--- src/rtl/nco_bcd_timer_disp.sv ---
// NCO-paced BCD up/down counter with a multiplexed 7-segment display driver.
// Ports:
//   clk, rst (sync, active-high)
//   i_nco_step : tick-rate increment.
//   i_run, i_dir, i_wrap : counter control.
//   i_clr, i_load, i_load_val : preset.
//   o_cnt, o_term : count and terminal pulse.
//   o_seg, o_seg_dp, o_seg_enb : scanned display drive.
module nco_bcd_timer_disp #(
   parameter int DIGITS   = 6,
   parameter int NCO_W    = 32,
   parameter int SCAN_DIV = 50000,
   parameter int DP_POS   = 2,
   parameter int BLANK_LZ = 1
) (
   input  logic                  clk,
   input  logic                  rst,
   input  logic [NCO_W-1:0]      i_nco_step,
   input  logic                  i_run,
   input  logic                  i_dir,
   input  logic                  i_wrap,
   input  logic                  i_clr,
   input  logic                  i_load,
   input  logic [4*DIGITS-1:0]   i_load_val,
   output logic [4*DIGITS-1:0]   o_cnt,
   output logic                  o_term,
   output logic [6:0]            o_seg,
   output logic                  o_seg_dp,
   output logic [DIGITS-1:0]     o_seg_enb
);

   localparam int CW = 4 * DIGITS;
   localparam int IW = $clog2(DIGITS);
   localparam int DW = $clog2(SCAN_DIV);
   localparam logic [CW-1:0] ALL9 = {DIGITS{4'h9}};

   logic [NCO_W-1:0]  r_acc;
   logic              r_tick;
   logic [CW-1:0]     r_cnt;
   logic              r_pend;
   logic              r_term;
   logic [DW-1:0]     r_div;
   logic [IW-1:0]     r_idx;
   logic [6:0]        r_seg;
   logic              r_dp;
   logic [DIGITS-1:0] r_enb;

   logic [NCO_W:0]    w_sum;
   logic [CW-1:0]     w_inc;
   logic [CW-1:0]     w_dec;
   logic [CW-1:0]     w_ld;
   logic [CW-1:0]     w_next;
   logic              w_next_term;
   logic              w_at_term;
   logic              w_step;
   logic [DIGITS-1:0] w_lz;
   logic [3:0]        w_dig;
   logic              w_blank;

   function automatic logic [6:0] seg7(input logic [3:0] d);
      logic [6:0] s;
      s = 7'h00;
      case (d)
         4'd0: s = 7'h3F;
         4'd1: s = 7'h06;
         4'd2: s = 7'h5B;
         4'd3: s = 7'h4F;
         4'd4: s = 7'h66;
         4'd5: s = 7'h6D;
         4'd6: s = 7'h7D;
         4'd7: s = 7'h07;
         4'd8: s = 7'h7F;
         4'd9: s = 7'h6F;
         default: s = 7'h00;
      endcase
      return s;
   endfunction

   // Tick is the registered carry-out of the phase accumulator.
   assign w_sum = {1'b0, r_acc} + {1'b0, i_nco_step};

   always_ff @(posedge clk) begin
      if (rst || i_clr || i_load) begin
         r_acc  <= '0;
         r_tick <= 1'b0;
      end else begin
         r_acc  <= w_sum[NCO_W-1:0];
         r_tick <= w_sum[NCO_W];
      end
   end

   // Decimal ripple increment/decrement and clamped preset.
   always_comb begin : bcd_arith
      logic c;
      logic b;
      logic [3:0] d;
      logic [3:0] l;
      w_inc = r_cnt;
      w_dec = r_cnt;
      w_ld  = '0;
      c = 1'b1;
      b = 1'b1;
      d = 4'd0;
      l = 4'd0;
      for (int i = 0; i < DIGITS; i++) begin
         d = r_cnt[4*i +: 4];
         if (c) begin
            if (d == 4'd9) begin
               w_inc[4*i +: 4] = 4'd0;
            end else begin
               w_inc[4*i +: 4] = d + 4'd1;
               c = 1'b0;
            end
         end
         if (b) begin
            if (d == 4'd0) begin
               w_dec[4*i +: 4] = 4'd9;
            end else begin
               w_dec[4*i +: 4] = d - 4'd1;
               b = 1'b0;
            end
         end
         l = i_load_val[4*i +: 4];
         w_ld[4*i +: 4] = (l > 4'd9) ? 4'd9 : l;
      end
   end

   assign w_at_term   = i_dir ? (r_cnt == '0) : (r_cnt == ALL9);
   assign w_step      = r_tick & i_run & ~(w_at_term & ~i_wrap);
   assign w_next      = i_dir ? w_dec : w_inc;
   assign w_next_term = i_dir ? (w_dec == '0) : (w_inc == ALL9);

   // r_pend marks a counted arrival at terminal; o_term follows it.
   always_ff @(posedge clk) begin
      if (rst) begin
         r_cnt  <= '0;
         r_pend <= 1'b0;
         r_term <= 1'b0;
      end else begin
         r_term <= r_pend;
         if (i_clr) begin
            r_cnt  <= '0;
            r_pend <= 1'b0;
         end else if (i_load) begin
            r_cnt  <= w_ld;
            r_pend <= 1'b0;
         end else if (w_step) begin
            r_cnt  <= w_next;
            r_pend <= w_next_term;
         end else begin
            r_pend <= 1'b0;
         end
      end
   end

   always_ff @(posedge clk) begin
      if (rst) begin
         r_div <= '0;
         r_idx <= '0;
      end else if (r_div == DW'(SCAN_DIV - 1)) begin
         r_div <= '0;
         r_idx <= (r_idx == IW'(DIGITS - 1)) ? '0 : r_idx + 1'b1;
      end else begin
         r_div <= r_div + 1'b1;
      end
   end

   // w_lz[i]: digit i and every digit above it are zero.
   always_comb begin : lz_scan
      logic z;
      z = 1'b1;
      w_lz = '0;
      for (int i = DIGITS - 1; i >= 0; i--) begin
         z = z & (r_cnt[4*i +: 4] == 4'd0);
         w_lz[i] = z;
      end
   end

   assign w_dig   = r_cnt[4*r_idx +: 4];
   assign w_blank = (BLANK_LZ != 0) && w_lz[r_idx]
                    && (int'(r_idx) > DP_POS) && (r_idx != '0);

   always_ff @(posedge clk) begin
      if (rst) begin
         r_seg <= 7'h00;
         r_dp  <= 1'b0;
         r_enb <= '1;
      end else begin
         r_seg <= w_blank ? 7'h00 : seg7(w_dig);
         r_dp  <= (int'(r_idx) == DP_POS);
         r_enb <= ~(DIGITS'(1) << r_idx);
      end
   end

   assign o_cnt     = r_cnt;
   assign o_term    = r_term;
   assign o_seg     = r_seg;
   assign o_seg_dp  = r_dp;
   assign o_seg_enb = r_enb;

endmodule

--- config.mk ---
export PLATFORM = sky130hd
export DESIGN_NAME = nco_bcd_timer_disp
export DESIGN_NICKNAME = d
export VERILOG_FILES = /design/src/rtl/nco_bcd_timer_disp.sv
export SDC_FILE = /design/constraint.sdc
export NUM_CORES = 1
export LEC_CHECK = 0
export BUFFER_PORTS_ARGS = -buffer_cell sky130_fd_sc_hd__buf_2
export CORE_MARGIN = 2
export CORE_UTILIZATION = 47
export CTS_CLUSTER_SIZE = 25
export DETAILED_ROUTE_END_ITERATION = 8
export PLACE_DENSITY_LB_ADDON = 0.3
export SLEW_MARGIN = 25
export SYNTH_ARGS = -nofsm -noshare
export SYNTH_HDL_FRONTEND = slang
export SYNTH_SLANG_ARGS = --single-unit
export TNS_END_PERCENT = 10
--- constraint.sdc ---
create_clock -name clk -period 3.18 [get_ports clk]
set_clock_uncertainty 0.05 [all_clocks]
set_input_delay 0.477 -clock clk [delete_from_list [all_inputs] [get_ports clk]]
set_output_delay 0.477 -clock clk [all_outputs]
set_load 0.005 [all_outputs]
==> flow_summary_export.csv <==
group,metric,value,unit
pwr,p_switching,866,µW
yosys,synth.area.top_cells,"dfxtp_1 (28%), ha_1 (7.5%), nor2_1 (5.9%)",
cts,postCtsHoldBufs,0,
yosys,yosysMostFrequentCell,"nor2_1",
die,ioPinCount,102,
yosys,yosys-top-cells-count,"nor2_1 (104), dfxtp_1 (92), a21oi_1 (62)",
yosys,ys.flop_type,"dfxtp_1",
timing,slew_violations,0,
drt,ant_nets,0,
yosys,yosysUniqueCellTypes,78,
drt,drt-met1-wl,7.91,mm
yosys,synth_edf_count,0,
pwr,pwr_density_cell,368,nW/µm²
yosys,ys_seq_area_frac,0.277,
die,die_h,123,µm
yosys,ys_ff_latch,92,
grt,grt_pass1_vias,6135,
yosys,netlist_instances,850,
run,drv_cap,0,
die,initial_utilization,0.481,
placement,io_buffer_count,101,
outcome,outcome,"complete, no violations",
pwr,pwr-share-seq,0.425,
timing,worst_slew_pin_slew,823,ps
cts,path_clk_slew,70,ps
placement,gp_congestion,0.951,
drt,drc,0,
timing,hold_viol,0,
pwr,pwr-share-clk,0.378,
hold_path,hold_class,"input pin to register",
timing,rsz0062_at_grt,"false",
timing,fin_crit_sh,0.902,
cts,cts-root-buf,"clkbuf_16",
pwr,leakagePower,0.00335,µW
yosys,yosys.area.top_type,"dfxtp_1",
cts,clock_sinks,92,
timing,period_minus_slack,2870,ps
cts,cts_setup_buffers,0,
die,row_count,43,
grt,grt_pass1_wl,29.9,mm
yosys,yosys_warnings,0,
critical_path,cp_max_fo,4,
pwr,switching_share,0.302,
drt,wl_met2,8.96,mm
die,fp.dieArea,15100,µm²
grt,grt_antenna_before_repair,2,
grt,grt-ovfl-total,0,
placement,post-dp-hpwl,13.8,mm
critical_path,required,3430,ps
yosys,synth_area,6650,µm²
timing,fmax,0.349,GHz
drt,routed_wl,18.6,mm
final_layout,fillers,1338,
final_layout,nets,1060,
pwr,p_comb_frac,0.198,
yosys,postSynthAreaPerCell,7.82,µm²
drt,wl_per_cell,16.3,µm
die,core,13800,µm²
timing,fin_setup_tns,0,ps
grt,grt_usage,0.249,
grt,grt_max_degree,23,
timing,finalSetupViolations,0,
cts,h-tree-depth,3,
timing,relSlewSlack,0.449,
final_layout,synthToLayoutAreaGrowth,17.0,%
cts,cts_buffers,9,
critical_path,critical_path_class,"register to register",
drt,dr.first_iter.drc_count,650,
timing,holdWs,299,ps
pwr,vdd_drop_max,0.000291,V
die,die_x,123,µm
drt,via_per_inst,5.89,
drt,wl_met3,1.29,mm
cts,cts_tree,"built",
pwr,p_int,2000,µW
critical_path,critPathCaptureType,"register",
drt,vias,6724,
drt,routed.top_layer,"met5",
critical_path,crit_arrival,3120,ps
cts,clock_path_buffers,2,
yosys,syn-num-nets,954,
cts,clk_latency,360,ps
critical_path,start_kind,"register",
drt,dr.pass1.iters,5,
final_layout,finish.utilization,0.562,
final_layout,final_layout_size_suffix_gt1_frac,0.184,
yosys,yosysTopAreaCellShare,0.277,
cts,post_cts_resized,0,
yosys,ys_async_sr_fraction,0,
-- worst paths after layout --
| path | startpoint | slack, ps | end | cells after the start |
|---|---|---|---|---|
| setup / recovery | r_acc[0] | 310 | r_acc[30] | 10 |
| hold / removal | i_load_val[23] | 300 | o_cnt[23] | 3 |
| setup reg to reg | r_acc[0] | 310 | r_acc[30] | 10 |
| hold reg to reg | r_pend | 390 | o_term | 1 |
-- sequential cells by signal, indices dropped and copies added (netlist names) --
register   flops
o_seg_dp       1
r_acc         32
r_div         16
o_cnt         24
o_term         1
o_seg          7
r_tick         1
r_pend         1
r_idx          3
o_seg_enb      6
-- per-stage QoR --
stage	worst slack (ps)	instances	cell area [µm²]	power (µW)
after floorplan	381	850	6650	1610
after global placement	115	1125	7480	1790
after detailed placement	68.1	1125	7480	1800
after CTS	335	1141	7770	2880
after global routing	130	1141	7770	3000
final	311	1142	7780	2860
-- cell usage in the layout, fill, tap and decap left out, types with 14 or more instances in the layout --
master | Yosys | routed
a21o_1 | 31 | 31
a21oi_1 | 62 | 62
a31oi_1 | 14 | 14
and3_1 | 14 | 14
buf_2 | 1 | 101
buf_4 | 1 | 38
dfxtp_1 | 92 | 92
ha_1 | 40 | 40
inv_1 | 30 | 30
nand2_1 | 56 | 56
nand3_1 | 23 | 23
nand4_1 | 14 | 14
nor2_1 | 104 | 104
nor3_1 | 26 | 26
o21ai_0 | 50 | 50
xnor2_1 | 23 | 23
xor2_1 | 29 | 29
-- routing by layer --
metal	vias to the layer above	GRT usage
li1	3337	-
met1	3118	0.315
met2	232	0.417
met3	35	0.0563
met4	2	0.0862
met5	-	0
-- cell type report --
cell class	instances	area [µm²]	area share
clock inverters	6	55.1	0.00708
flip-flops and latches	92	1840	0.237
diodes	1	2.50	0.000322
well taps	180	225	0.0290
multi-input cells	683	4510	0.579
inverters	31	116	0.0150
clock buffers	10	239	0.0307
repair buffers	139	791	0.102
-- power groups by stage --
stage	Combinational, µW	Clock (µW)	Sequential [µW]
6_report	567	1080	1220
5_1_grt	630	1150	1220
4_1_cts	559	1100	1220
3_5_place_dp	556	0	1240
3_3_place_gp	552	0	1240
2_1_floorplan	378	0	1240
-- cells by family (layout without fill, tap and decap cells) --
| logic type | Yosys count | in the layout | share of synthesized area |
|---|---|---|---|
| xor+xnor | 52 | 52 | 0.0685 |
| buf+inv | 75 | 186 | 0.0454 |
| mux | 17 | 17 | 0.0333 |
| compound gates | 244 | 244 | 0.241 |
| flops | 92 | 92 | 0.277 |
| other cells | 0 | 1 | 0 |
| simple gates | 329 | 329 | 0.256 |
| fa+ha+maj | 41 | 41 | 0.0783 |
-- critical path, stage by stage, from the launching register on --
cell and delay, ps:
dfxtp_1 310, ha_1 210, fa_1 430, a211oi_1 320, o211ai_1 160, a311oi_1 280, buf_4 170, o31ai_1 70
a31oi_1 400, nor4b_1 280, a211o_1 140
No activity file was read; power rests on OpenSTA's default activity.
